==> config.mk <==
export PLATFORM = sky130hd
export DESIGN_NAME = router_ctrl_fsm
export DESIGN_NICKNAME = d
export VERILOG_FILES = /design/src/rtl/router_pkg.sv /design/src/rtl/router_sr_timer.sv /design/src/rtl/router_ctrl_fsm.sv
export SDC_FILE = /design/constraint.sdc
export NUM_CORES = 1
export LEC_CHECK = 0
export ABC_AREA = 0
export ABC_CLOCK_PERIOD_IN_PS = 1640
export BUFFER_PORTS_ARGS = -buffer_cell sky130_fd_sc_hd__buf_4
export CAP_MARGIN = 10
export CORE_ASPECT_RATIO = 1.75
export CORE_MARGIN = 2
export CORE_UTILIZATION = 47
export DETAILED_ROUTE_END_ITERATION = 8
export HOLD_SLACK_MARGIN = 0.05
export PLACE_DENSITY = 0.72
export SYNTH_ARGS = -nofsm -noshare
export SYNTH_HDL_FRONTEND = slang
export SYNTH_SLANG_ARGS = --single-unit
==> constraint.sdc <==
create_clock -name clock -period 1.64 [get_ports clock]
set_clock_uncertainty 0.15 [all_clocks]
set_input_delay 0.164 -clock clock [delete_from_list [all_inputs] [get_ports clock]]
set_output_delay 0.164 -clock clock [all_outputs]
set_load 0.02 [all_outputs]
==> src/rtl/router_pkg.sv <==
// Shared types and constants for the router control path.
package router_pkg;

  typedef enum logic [2:0] {
    DECODE_ADDRESS     = 3'd0,
    LOAD_FIRST_DATA    = 3'd1,
    LOAD_DATA          = 3'd2,
    FIFO_FULL_STATE    = 3'd3,
    LOAD_AFTER_FULL    = 3'd4,
    LOAD_PARITY        = 3'd5,
    CHECK_PARITY_ERROR = 3'd6,
    WAIT_TILL_EMPTY    = 3'd7
  } state_e;

  localparam logic [1:0] ADDR_0       = 2'b00;
  localparam logic [1:0] ADDR_1       = 2'b01;
  localparam logic [1:0] ADDR_2       = 2'b10;
  localparam logic [1:0] ADDR_INVALID = 2'b11;

  localparam int unsigned SR_TIMEOUT_DEF = 30;

  // Invalid address maps to no output at all.
  function automatic logic [2:0] addr_onehot(input logic [1:0] addr);
    logic [2:0] oh;
    oh = 3'b000;
    case (addr)
      ADDR_0:  oh = 3'b001;
      ADDR_1:  oh = 3'b010;
      ADDR_2:  oh = 3'b100;
      default: oh = 3'b000;
    endcase
    return oh;
  endfunction

endpackage

==> src/rtl/router_sr_timer.sv <==
// Per-output idle timer: pulses soft_reset when a FIFO holds data unread for SR_TIMEOUT cycles.
module router_sr_timer
  import router_pkg::*;
#(
  parameter int unsigned SR_TIMEOUT = SR_TIMEOUT_DEF
) (
  input  logic clock,
  input  logic resetn,
  input  logic fifo_empty,
  input  logic read_enb,
  output logic soft_reset
);

  localparam int unsigned CntW = $clog2(SR_TIMEOUT) + 1;
  localparam logic [CntW-1:0] CntLast = CntW'(SR_TIMEOUT - 1);

  logic [CntW-1:0] cnt_q, cnt_d;
  logic            sr_q, sr_d;

  always_comb begin
    cnt_d = cnt_q;
    sr_d  = 1'b0;
    if (fifo_empty || read_enb) begin
      cnt_d = '0;
    end else if (cnt_q == CntLast) begin
      cnt_d = '0;
      sr_d  = 1'b1;
    end else begin
      cnt_d = cnt_q + 1'b1;
    end
  end

  always_ff @(posedge clock) begin
    if (!resetn) begin
      cnt_q <= '0;
      sr_q  <= 1'b0;
    end else begin
      cnt_q <= cnt_d;
      sr_q  <= sr_d;
    end
  end

  assign soft_reset = sr_q;

endmodule

==> src/rtl/router_ctrl_fsm.sv <==
// Router control FSM: sequences header/payload/parity writes into the three output FIFOs.
module router_ctrl_fsm
  import router_pkg::*;
#(
  parameter int unsigned SR_TIMEOUT = SR_TIMEOUT_DEF
) (
  input  logic       clock,
  input  logic       resetn,
  input  logic       pkt_valid,
  input  logic [1:0] data_in,
  input  logic [2:0] fifo_full,
  input  logic [2:0] fifo_empty,
  input  logic [2:0] read_enb,
  input  logic       parity_done,
  input  logic       low_pkt_valid,
  output logic       detect_add,
  output logic       lfd_state,
  output logic       ld_state,
  output logic       laf_state,
  output logic       full_state,
  output logic       rst_int_reg,
  output logic       write_enb_reg,
  output logic       busy,
  output logic [2:0] write_enb,
  output logic [2:0] soft_reset
);

  state_e     state_q, state_d;
  logic [1:0] addr_q, addr_d;
  logic [2:0] addr_oh;
  logic       tgt_full;

  for (genvar i = 0; i < 3; i++) begin : gen_sr_timer
    router_sr_timer #(
      .SR_TIMEOUT(SR_TIMEOUT)
    ) u_sr_timer (
      .clock     (clock),
      .resetn    (resetn),
      .fifo_empty(fifo_empty[i]),
      .read_enb  (read_enb[i]),
      .soft_reset(soft_reset[i])
    );
  end

  assign addr_oh  = addr_onehot(addr_q);
  assign tgt_full = |(fifo_full & addr_oh);

  always_comb begin
    state_d = state_q;
    addr_d  = addr_q;
    unique case (state_q)
      DECODE_ADDRESS: begin
        if (pkt_valid && (data_in != ADDR_INVALID)) begin
          addr_d  = data_in;
          state_d = |(fifo_empty & addr_onehot(data_in)) ? LOAD_FIRST_DATA : WAIT_TILL_EMPTY;
        end
      end
      LOAD_FIRST_DATA: state_d = LOAD_DATA;
      LOAD_DATA: begin
        if (tgt_full)        state_d = FIFO_FULL_STATE;
        else if (!pkt_valid) state_d = LOAD_PARITY;
      end
      FIFO_FULL_STATE: begin
        if (!tgt_full) state_d = LOAD_AFTER_FULL;
      end
      LOAD_AFTER_FULL: begin
        if (parity_done)        state_d = DECODE_ADDRESS;
        else if (low_pkt_valid) state_d = LOAD_PARITY;
        else                    state_d = LOAD_DATA;
      end
      LOAD_PARITY:        state_d = CHECK_PARITY_ERROR;
      CHECK_PARITY_ERROR: state_d = tgt_full ? FIFO_FULL_STATE : DECODE_ADDRESS;
      WAIT_TILL_EMPTY: begin
        if (|(fifo_empty & addr_oh)) state_d = LOAD_FIRST_DATA;
      end
    endcase
    // A timed-out target FIFO aborts the packet in flight; other outputs are ignored.
    if ((state_q != DECODE_ADDRESS) && |(soft_reset & addr_oh)) begin
      state_d = DECODE_ADDRESS;
    end
  end

  always_ff @(posedge clock) begin
    if (!resetn) begin
      state_q <= DECODE_ADDRESS;
      addr_q  <= ADDR_0;
    end else begin
      state_q <= state_d;
      addr_q  <= addr_d;
    end
  end

  always_comb begin
    detect_add    = 1'b0;
    lfd_state     = 1'b0;
    ld_state      = 1'b0;
    laf_state     = 1'b0;
    full_state    = 1'b0;
    rst_int_reg   = 1'b0;
    write_enb_reg = 1'b0;
    busy          = 1'b0;
    unique case (state_q)
      DECODE_ADDRESS:  detect_add = 1'b1;
      LOAD_FIRST_DATA: begin
        lfd_state = 1'b1;
        busy      = 1'b1;
      end
      LOAD_DATA: begin
        ld_state      = 1'b1;
        write_enb_reg = 1'b1;
      end
      FIFO_FULL_STATE: begin
        full_state = 1'b1;
        busy       = 1'b1;
      end
      LOAD_AFTER_FULL: begin
        laf_state     = 1'b1;
        write_enb_reg = 1'b1;
        busy          = 1'b1;
      end
      LOAD_PARITY: begin
        write_enb_reg = 1'b1;
        busy          = 1'b1;
      end
      CHECK_PARITY_ERROR: begin
        rst_int_reg = 1'b1;
        busy        = 1'b1;
      end
      WAIT_TILL_EMPTY: busy = 1'b1;
    endcase
  end

  assign write_enb = write_enb_reg ? addr_oh : 3'b000;

endmodule

==> summary.md, run 1 <==
| Metric | Value |
|---|---|
| Worst slew pin tran | `0.4772 ns` |
| Post-synth EDFFs | `0` |
| Drt initial violations | `35` |
| Min-Delay Endpoint | `gen_sr_timer[1].u_sr_timer.soft_reset` |
| Setup TNS | `0 ns` |
| Slowest stage cell, crit path | `dfxtp_4` |
| Worst Path Arrival | `1.32 ns` |
| Nets@finish | `about 220` |
| Core box area | `0.002690 sq mm` |
| Design Area, Final | `0.001782 sq mm` |
| Critical R2R Launch | `addr_q[0]` |
| Setup Crit Path Kind | `reg -> out` |
| Clock Latency Late Sink | `0.27 ns` |
| Placed wire-length estimate | `2354 um` |
| Cells after synthesis | `154` |
| Final Critical Period | `1.636 ns` |
| Power Density | `1216 mW/mm^2` |
| Slew margin rel. | `68.01%` |
| Part of the cycle the worst path needs | `99.76%` |
| Grt ovf | `0` |
| DR DRC count | `0` |
| Register area | `533.0 sq um` |
| Max-slew violation count | `0` |
| Setup ws final | `0.003985 ns` |
| I/O Pins | `30` |
| Critical-path cell list | `nor3b_4, nor2_4, inv_2, and3_4, buf_6` |
| Final GP Congestion | `approximately 0.97` |
| Yosys top cell area share | `39.06%` |
| Gr usage total | `19.95%` |
| Yosys warns | `0` |
| Synth cell types | `37` |
| Syn nets | `176` |
| Die Width | `44.25 um` |
| Largest net degree at the start of global routing | `15` |
| Status | `complete, no violations` |
| Hold path start | `fifo_empty[1]` |
| Routed len/inst | `14.24 um` |
| Largest fanout on the critical path | `5` |
| Antenna Cells | `0` |
| Vias in the first global route | `1217` |
| Final hold slack | `around 0.051 ns` |
| CP endpoint kind | `primary output` |
| Multi-input gate area | `a little under 800 sq um` |
| CTS Buf Count | `3` |
| Die ar. | `roughly 0.0033 sq mm` |
| H-tree depth | `1` |
| CP Data Required Time | `1.33 ns` |
| Netlist Area Pre-Place | `~0.0013 sq mm` |
| Achievable Freq | `~610 MHz` |
| CTS tree | `built` |
| Worst hold path type | `in -> reg` |
| Via count | `1226` |
| Yosys top cell by area | `dfxtp_1` |
| Final setup violation count | `0` |
| Worst R2R End | `state_q[2]` |
| R2R setup slack | `0.04 ns` |
| Synth Area per Inst | `~8.7 sq um` |
| Clk root buf | `clkbuf_8` |
| Seq cells post-synth | `26` |
| Area growth from synthesis to layout | `33.71%` |
| CTS max path bufs | `2` |
| Seq/Total Area, Yosys | `39.06%` |
| RSZ-0062 raised after global routing | `yes` |
| Die Height | `~74 um` |
| Port Buf Inserts | `29` |
| Initial core utilization | `49.53%` |
| Worst setup SP type | `flip-flop` |
| Sink Count | `26` |
| First-pass iteration count of the detailed router | `4` |
| Synth top area cells | `dfxtp_1, nor2_1, ha_1` |
| Static leakage | `0.7447 nW` |
| Placed inst area | `~0.0016 sq mm` |
| Clock-pin slew on the worst setup and hold paths | `0.08 ns` |
| Routed Antenna Nets | `0` |
| Layout cells sized above 1 | `between 30% and 40%` |
| Worst vdd ir | `roughly 860 uV` |
| Critical Path Max Stage Delay | `0.40 ns` |
| DRT Wirelength | `3176 um` |
| Antenna violations before repair | `0` |
| Place WS | `0.001166 ns` |
| First-pass GRT wire length | `around 5000 um` |
| Number of cells on the worst hold path | `3` |
| Rows | `25` |
| R2R depth | `4` |
| Maxcap violations | `0` |
| Vias per cell | `5.498` |
| Final Hold Viols | `0` |
| Async SR Flop Fraction | `0%` |
| Filler instances | `235` |
| Ys flop type | `dfxtp_1` |
| Final Util | `66.23%` |
[layer usage]
layer | global-route usage [%] | wire length, um | share of wire [%]
met1 | 19.58 | 1201 | 38
met2 | 38.56 | 1731 | 55
met3 | 3.155 | 143 | 4.5
met4 | 9.764 | 98 | 3.1
met5 | 0 | 0 | 0
[Yosys cell counts (3+ instances only)]
| cell type | number |
|---|---|
| o21ai_0 | 4 |
| nand2_1 | 13 |
| nand3b_1 | 3 |
| nor3b_1 | 5 |
| clkbuf_1 | 3 |
| dfxtp_1 | 26 |
| xnor2_1 | 4 |
| xor2_1 | 8 |
| ha_1 | 6 |
| nor2_1 | 24 |
| nand3_1 | 9 |
| inv_1 | 6 |
| buf_4 | 3 |
| nor2b_1 | 8 |
| and3_1 | 4 |
| mux2_2 | 3 |
[placed cells by master (no fill, tap or decap), types with 2 or more instances in the layout]
master         Yosys  layout
nor3b_1            5       4
nor3_2             1       2
nand3b_1           3       3
and3b_1            2       2
clkbuf_8           0       4
and3_1             4       3
dlygate4sd3_1      0       6
o21ai_0            4       4
nand2_1           13      13
xor2_1             8       8
dfxtp_4            0       3
nor2_1            24      23
inv_1              6       5
a221oi_1           2       2
xnor2_1            4       4
nand3_1            9       9
dfxtp_1           26      22
mux2_2             3       3
ha_1               6       6
buf_4              3      38
a31oi_1            2       2
nor2b_1            8       7
[flip-flops by register name, summed over array words and instances, names as in the netlist]
register	cells
gen_sr_timer.u_sr_timer.cnt_q	18
gen_sr_timer.u_sr_timer.soft_reset	3
state_q	3
addr_q	2
[worst max-delay path by stage]
stage               startpoint           end
floorplan           state_q[2]  write_enb[0]
global placement     addr_q[0]    state_q[2]
detailed placement   addr_q[0]    state_q[2]
CTS                 state_q[1]  write_enb[1]
global route        state_q[1]    detect_add
finish              state_q[1]  write_enb[1]
[per-stage QoR]
stage                     cells  power, mW
after floorplan             154      1.272
after global placement      210      1.599
after detailed placement    210      1.618
after CTS                   223      2.120
after global routing        223      2.271
final                       223      2.167
[cell families after synthesis]
group	count (synthesis)	share of synthesized area [%]
mux	4	3.286
buf+inv	13	5.070
flops	26	39.06
xor+xnor	12	7.887
fa+ha+maj	6	5.634
simple gates	77	30.24
compound gates	16	8.827
[worst max-delay path, delay by kind of cell (launching register included)]
family                 cells  cell delay (ns)
AND/OR/NAND/NOR            3             0.49
flip-flops                 1             0.40
buffers and inverters      2             0.17
[what timing repair did]
| item | in CTS | in global routing |
|---|---|---|
| gates resized for setup | 10 | 6 |
| hold buffers | 6 | 0 |
| endpoints found under the hold margin | 4 | 0 |
| endpoints found under the setup margin | 7 | 7 |
| buffers inserted | 3 | 0 |
| pin swaps | 1 | 1 |
[power by group]
group	switching, mW	internal [mW]	total (mW)
combinational	0.505	0.479	0.984
sequential	0.0840	0.694	0.778
clock	0.191	0.214	0.405
[layout make-up]
type	count	share of cell area [%]
multi-input combinational	115	43.82
sequential	26	29.92
timing repair buffer	45	20.01
clock buffer	4	3.090
tap	27	1.896
inverter	6	1.264
Power figures use the tool's default switching activity.
==> run 2, diff against run 1 <==
Settings changed: RECOVER_POWER from default to 25.
==> run 2 against run 1 <==
Compared with the run above:
- die area unchanged
- core utilization down 0.56 points
- register-to-register slack hardly changed
- non-clock buffer count did not move
- worst hold slack got worse by 0.0013 ns
- critical endpoint unchanged
- sequential power is essentially flat
==> summary.md, run 2 (same netlist as run 1, synthesis figures left out) <==
| Metric | Value |
|---|---|
| Largest register by flop count | `gen_sr_timer.u_sr_timer.cnt_q` |
| Final hold slack | `0.04946 ns (-0.001285 ns)` |
| RSZ-0062 raised after global routing | `yes` |
| Comb pwr share | `45.4% (about the same)` |
| Power Density | `1224 mW/mm^2 (+0.65%)` |
| Worst setup SP type | `flip-flop` |
| Clk pwr share | `18.6% (about the same)` |
| Met3 routed WL | `148 um (+3.5%)` |
| Top Layer Used | `met4` |
| Grt ovf | `0 (unchanged)` |
| DR DRC count | `0 (unchanged)` |
| Routed len/inst | `14.22 um (-0.16%)` |
| Final Util | `65.67% (-0.56 points)` |
| Die Height | `74.44 um (unchanged)` |
| Placed wire-length estimate | `2354 um (unchanged)` |
| Number of cells on the worst hold path | `3 (unchanged)` |
| Critical Path Max Stage Delay | `0.40 ns (about the same)` |
| CTS Buf Count | `3 (unchanged)` |
| Commonest non-fill, non-tap cell in the layout | `buf_4` |
| Final GP Congestion | `0.9689 (unchanged)` |
| Worst hold path type | `in -> reg` |
| CP Data Required Time | `1.33 ns (about the same)` |
| Rows | `25 (unchanged)` |
| Stages on worst setup path | `5 (unchanged)` |
| Critical-path cell list | `nor3b_4, nor2_4, inv_2, and3_4, buf_6` |
| Largest net degree at the start of global routing | `15 (unchanged)` |
| Slew margin rel. | `67.76% (-0.25 points)` |
| Largest fanout on the critical path | `5 (unchanged)` |
| Area growth from synthesis to layout | `32.58%` |
| Nets@finish | `219 (unchanged)` |
| Max reg flops | `18 (unchanged)` |
| Slowest stage cell, crit path | `dfxtp_4` |
| Worst vdd ir | `849.7 uV (-0.82%)` |
| Static leakage | `0.7283 nW (-2.2%)` |
| Maxcap violations | `0 (unchanged)` |
| Most frequent cells in the layout | `buf_4, nor2_1, dfxtp_1` |
| I/O Pins | `30 (unchanged)` |
| Sink Count | `26 (unchanged)` |
| Clk root buf | `clkbuf_8` |
| Routed Antenna Nets | `0 (unchanged)` |
| Internal Power | `1.386 mW (about the same)` |
| Switching share of power | `35.92% (-0.072 points)` |
| Placed inst area | `0.001597 sq mm (unchanged)` |
| Initial core utilization | `49.53% (unchanged)` |
| Status | `complete, no violations` |
| Max-slew violation count | `0 (unchanged)` |
| First-pass iteration count of the detailed router | `4 (unchanged)` |
| First-pass GRT wire length | `4961 um (unchanged)` |
| Core box area | `0.002690 sq mm (unchanged)` |
| Met2 WL | `1739 um (+0.46%)` |
| CP endpoint kind | `primary output` |
| Antenna violations before repair | `0 (unchanged)` |
| Filler instances | `241 (+2.6%)` |
| Vias per cell | `5.493 (about the same)` |
| Die Width | `44.25 um (unchanged)` |
| Antenna Cells | `0 (unchanged)` |
| Worst Path Arrival | `1.32 ns (about the same)` |
| Setup Crit Path Kind | `reg -> out` |
| Vias in the first global route | `1217 (unchanged)` |
| Final setup violation count | `0 (unchanged)` |
| Achievable Freq | `611.2 MHz (about the same)` |
| CTS max path bufs | `2 (unchanged)` |
| R2R depth | `4 (unchanged)` |
| Clock-pin slew on the worst setup and hold paths | `0.08 ns (about the same)` |
| Worst slew pin tran | `0.4809 ns (+0.003713 ns)` |
| Part of the cycle the worst path needs | `99.76% (about the same)` |
| Design Area, Final | `0.001767 sq mm (-0.84%)` |
| Clock Latency Late Sink | `0.26 ns (about the same)` |
| Met1 wire length | `1196 um (-0.42%)` |
| Via count | `1225 (-0.082%)` |
| Port Buf Inserts | `29 (unchanged)` |
| DRT Wirelength | `3171 um (-0.16%)` |
| Top delay family on crit path | `simple AND/OR/NAND/NOR gates` |
| Final Critical Period | `1.636 ns (+0.0001049 ns)` |
| Drt initial violations | `35 (unchanged)` |
| Sw Pwr | `0.7768 mW (-0.40%)` |
| CTS tree | `built` |
| Layout cells sized above 1 | `28.06% (-2.0 points)` |
| Register area | `533.0 sq um (unchanged)` |
| H-tree depth | `1 (unchanged)` |
| Die ar. | `0.003294 sq mm (unchanged)` |
| Multi-input gate area | `780.7 sq um (unchanged)` |
| Final Hold Viols | `0 (unchanged)` |
| Worst path buffer plus inverter count | `2 (unchanged)` |
| Gr usage total | `19.95% (unchanged)` |
| Flop pwr share | `36.0% (about the same)` |
[run 2: cell types whose count changed in the layout (fill, tap and decap cells not counted), sizes merged]
cell,change
buf,-4
clkbuf,+4
[run 2: path summary, 6_finish.rpt]
check | startpoint | end | slack, ns
setup / recovery | state_q[1] | write_enb[1] | 0.004
hold / removal | fifo_empty[1] | gen_sr_timer[1].u_sr_timer.soft_reset | 0.05
setup reg to reg | addr_q[0] | state_q[2] | 0.04
hold reg to reg | gen_sr_timer[0].u_sr_timer.cnt_q[0] | gen_sr_timer[0].u_sr_timer.cnt_q[0] | 0.34
[run 2: per-layer routing]
layer | global-route usage [%] | up-vias
met2 | 38.56 | 37
met5 | 0 | -
met1 | 19.58 | 573
met3 | 3.155 | 11
li1 | - | 604
met4 | 9.764 | 0
[run 2: power by group through the flow]
stage / Combinational (mW) / Clock (mW) / Sequential (mW)
6_report: 0.983 / 0.403 / 0.778
5_1_grt: 1.05 / 0.435 / 0.785
4_1_cts: 0.947 / 0.411 / 0.762
3_5_place_dp: 0.850 / 0 / 0.768
3_3_place_gp: 0.834 / 0 / 0.765
2_1_floorplan: 0.543 / 0 / 0.730
[run 2: timing repair]
item                       CTS  global route
setup buffers                3             0
hold buffers                 6             0
gates resized for setup     10             6
pin swaps                    1             1
hold endpoints to repair     4             0
cloned                       0             0
setup endpoints to repair    7             7
[run 2: area by class of cell]
cell class / instances / area share (%)
Multi-Input combinational cell: 115 / 44.19
Sequential cell: 26 / 30.17
Timing Repair Buffer: 45 / 19.33
Clock buffer: 4 / 3.116
Tap cell: 27 / 1.912
Inverter: 6 / 1.275
[run 2: metrics by stage]
step	setup WS, ns	instances	setup TNS [ns]	power [mW]
final	0.003881	223	0	2.163
after global routing	-0.07805	223	-0.2029	2.270
after CTS	-0.02580	223	-0.02580	2.120
after detailed placement	0.001166	210	0	1.618
after global placement	0.07141	210	0	1.599
after floorplan	0.01151	154	0	1.272
[run 2: worst min-delay path, stage by stage]
cell and delay [ns]:
buf_4 0.10, nor3b_1 0.05, nor2b_1 0.11
==> run 3, diff against run 2 <==
Settings changed: BUFFER_PORTS_ARGS -buffer_cell sky130_fd_sc_hd__buf_4 to default, CORE_UTILIZATION 47 to 55, DONT_BUFFER_PORTS from default to 1, PLACE_DENSITY 0.72 to 0.71.
==> run 3 against run 2 <==
Compared with the run above:
- cell area is 5.9% lower
- sequential power is 3.6% higher
- critical path type unchanged
- non-clock buffer count is 19 lower
- wire length is 12% lower
- die area is 14% lower
- critical endpoint unchanged
- critical path depth is 1 lower
- global-route usage is 1.2 points higher
- clock power is 2% lower
- first-iteration DRC count is 29% lower
- combinational power is 11% lower
- worst setup slack better by 0.012 ns
- via count is 7.5% lower
==> summary.md, run 3 (same netlist as run 1, synthesis figures left out) <==
| Metric | Value |
|---|---|
| Max reg flops | `18 (unchanged)` |
| Clock-pin slew on the worst setup and hold paths | `0.09 ns (about the same)` |
| Worst hold path type | `in -> reg` |
| CTS tree | `built` |
| Max-slew violation count | `0 (unchanged)` |
| Critical Path Max Stage Delay | `0.41 ns (about the same)` |
| Die ar. | `0.002848 sq mm (-14%)` |
| CTS max path bufs | `2 (unchanged)` |
| H-tree depth | `1 (unchanged)` |
| Vias per cell | `5.609 (+2.1%)` |
| First-pass GRT wire length | `4312 um (-13%)` |
| Die Width | `41.21 um (-6.9%)` |
| Slowest stage cell, crit path | `dfxtp_4` |
| Vias in the first global route | `1083 (-11%)` |
| Commonest non-fill, non-tap cell in the layout | `nor2_1` |
| Antenna violations before repair | `0 (unchanged)` |
| Core box area | `0.002302 sq mm (-14%)` |
| Top delay family on crit path | `simple AND/OR/NAND/NOR gates` |
| Via count | `1133 (-7.5%)` |
| Filler instances | `194 (-20%)` |
| CTS Buf Count | `3 (unchanged)` |
| Static leakage | `0.6536 nW (-10%)` |
| Final Critical Period | `1.624 ns (-0.01169 ns)` |
| Part of the cycle the worst path needs | `99.05% (-0.71 points)` |
| Slew margin rel. | `73.33% (+5.6 points)` |
| Largest fanout on the critical path | `8 (+3)` |
| Clock Latency Late Sink | `0.26 ns (about the same)` |
| Met1 Use GR | `21.04% (+1.5 points)` |
| Critical-path cell list | `nor3b_4, nor2_4, inv_1, and3_4` |
| First-pass iteration count of the detailed router | `4 (unchanged)` |
| Routed len/inst | `13.75 um (-3.3%)` |
| Final hold slack | `0.05879 ns (+0.009330 ns)` |
| Final setup violation count | `0 (unchanged)` |
| Rows | `23 (-8.0%)` |
| DRT Wirelength | `2778 um (-12%)` |
| Nets@finish | `200 (-8.7%)` |
| Initial core utilization | `57.88% (+8.3 points)` |
| Most frequent cells in the layout | `nor2_1, dfxtp_1, buf_4` |
| Worst slew pin tran | `0.3979 ns (-0.08302 ns)` |
| Largest register by flop count | `gen_sr_timer.u_sr_timer.cnt_q` |
| Power Density | `1249 mW/mm^2 (+2.0%)` |
| Final GP Congestion | `0.7198 (-26%)` |
| Non-filler cells, final | `202 (-9.4%)` |
| Met2 GRT Util | `37.50% (-1.1 points)` |
| Sink Count | `26 (unchanged)` |
| Gr usage total | `21.17% (+1.2 points)` |
| Layout cells sized above 1 | `20.90% (-7.2 points)` |
| Grt ovf | `0 (unchanged)` |
| Die Height | `69.12 um (-7.2%)` |
| Antenna Cells | `0 (unchanged)` |
| GRT busiest layer | `met2` |
| Routed Antenna Nets | `0 (unchanged)` |
| Multi-input gate area | `795.8 sq um (+1.9%)` |
| CP Data Required Time | `1.33 ns (about the same)` |
| Total power | `2.076 mW (-4.0%)` |
| Port Buf Inserts | `0 (-100%)` |
| Area growth from synthesis to layout | `24.79%` |
| Maxcap violations | `0 (unchanged)` |
| Drt initial violations | `25 (-29%)` |
| Largest net degree at the start of global routing | `15 (unchanged)` |
| Worst vdd ir | `698.9 uV (-18%)` |
| Final Hold Viols | `0 (unchanged)` |
| Clk root buf | `clkbuf_8` |
| Achievable Freq | `615.6 MHz (+0.72%)` |
| Met3 usage | `2.572% (-0.58 points)` |
| Register area | `535.5 sq um (+0.47%)` |
| CP endpoint kind | `primary output` |
| Placed cell count | `186 (-11%)` |
| DR DRC count | `0 (unchanged)` |
| Placed wire-length estimate | `1949 um (-17%)` |
| Worst Path Arrival | `1.31 ns (about the same)` |
| I/O Pins | `30 (unchanged)` |
| Worst path buffer plus inverter count | `1 (-1)` |
| RSZ-0062 raised after global routing | `yes` |
| Worst setup SP type | `flip-flop` |
| Setup Crit Path Kind | `reg -> out` |
| Final Util | `72.23% (+6.6 points)` |
| Setup TNS | `0 ns (unchanged)` |
| Status | `complete, no violations` |
==> run 3: cell count changes in the layout (fill, tap and decap cells not counted), sizes merged <==
cell         change
clkbuf           -4
buf             -20
dlygate4sd3      +5
==> run 3: worst register-to-register path, stage by stage (launching register included) <==
cell and delay [ns]:
dfxtp_4 0.39, mux2i_2 0.22, o2bb2ai_2 0.09, or4b_1 0.51
a31oi_1 0.14
==> run 3: metal layers <==
layer / vias up / wire, um
li1: 571 / -
met1: 522 / 1056
met2: 34 / 1534
met3: 6 / 128
met4: 0 / 59
met5: - / 0
==> run 3: metrics by stage <==
stage | worst slack [ns] | area [sq um]
6_report | 0.01557 | 1663
5_1_grt | -0.06178 | 1663
4_1_cts | -0.001114 | 1617
3_5_place_dp | 0.01529 | 1429
3_3_place_gp | 0.05346 | 1429
2_1_floorplan | 0.01151 | 1339
==> run 3: what timing repair did <==
item,in CTS,in global routing
setup endpoints to repair,7,6
endpoints found under the hold margin,17,0
pin swaps,0,2
buffers inserted,0,1
gates resized for setup,10,9
hold buffers,11,0
==> run 3: cell type report <==
class                   count  area share, %
flip-flops and latches     26          32.20
multi-input cells         115          47.86
inverters                   6          1.354
repair buffers             26          13.39
well taps                  25          1.881
clock buffers               4          3.311
==> run 3: worst paths after layout <==
| kind | start | end | slack (ns) | cells past startpoint |
|---|---|---|---|---|
| max | state_q[1] | write_enb[1] | 0.02 | 4 |
| min | pkt_valid | state_q[2] | 0.06 | 3 |
| max reg2reg | addr_q[0] | state_q[2] | 0.07 | 4 |
| min reg2reg | gen_sr_timer[0].u_sr_timer.cnt_q[0] | gen_sr_timer[0].u_sr_timer.cnt_q[0] | 0.33 | 1 |
==> run 3: power by group <==
group	leakage, nW	internal (mW)	switching [mW]
clock network	0.0288	0.214	0.181
logic	0.411	0.420	0.455
registers	0.213	0.698	0.108
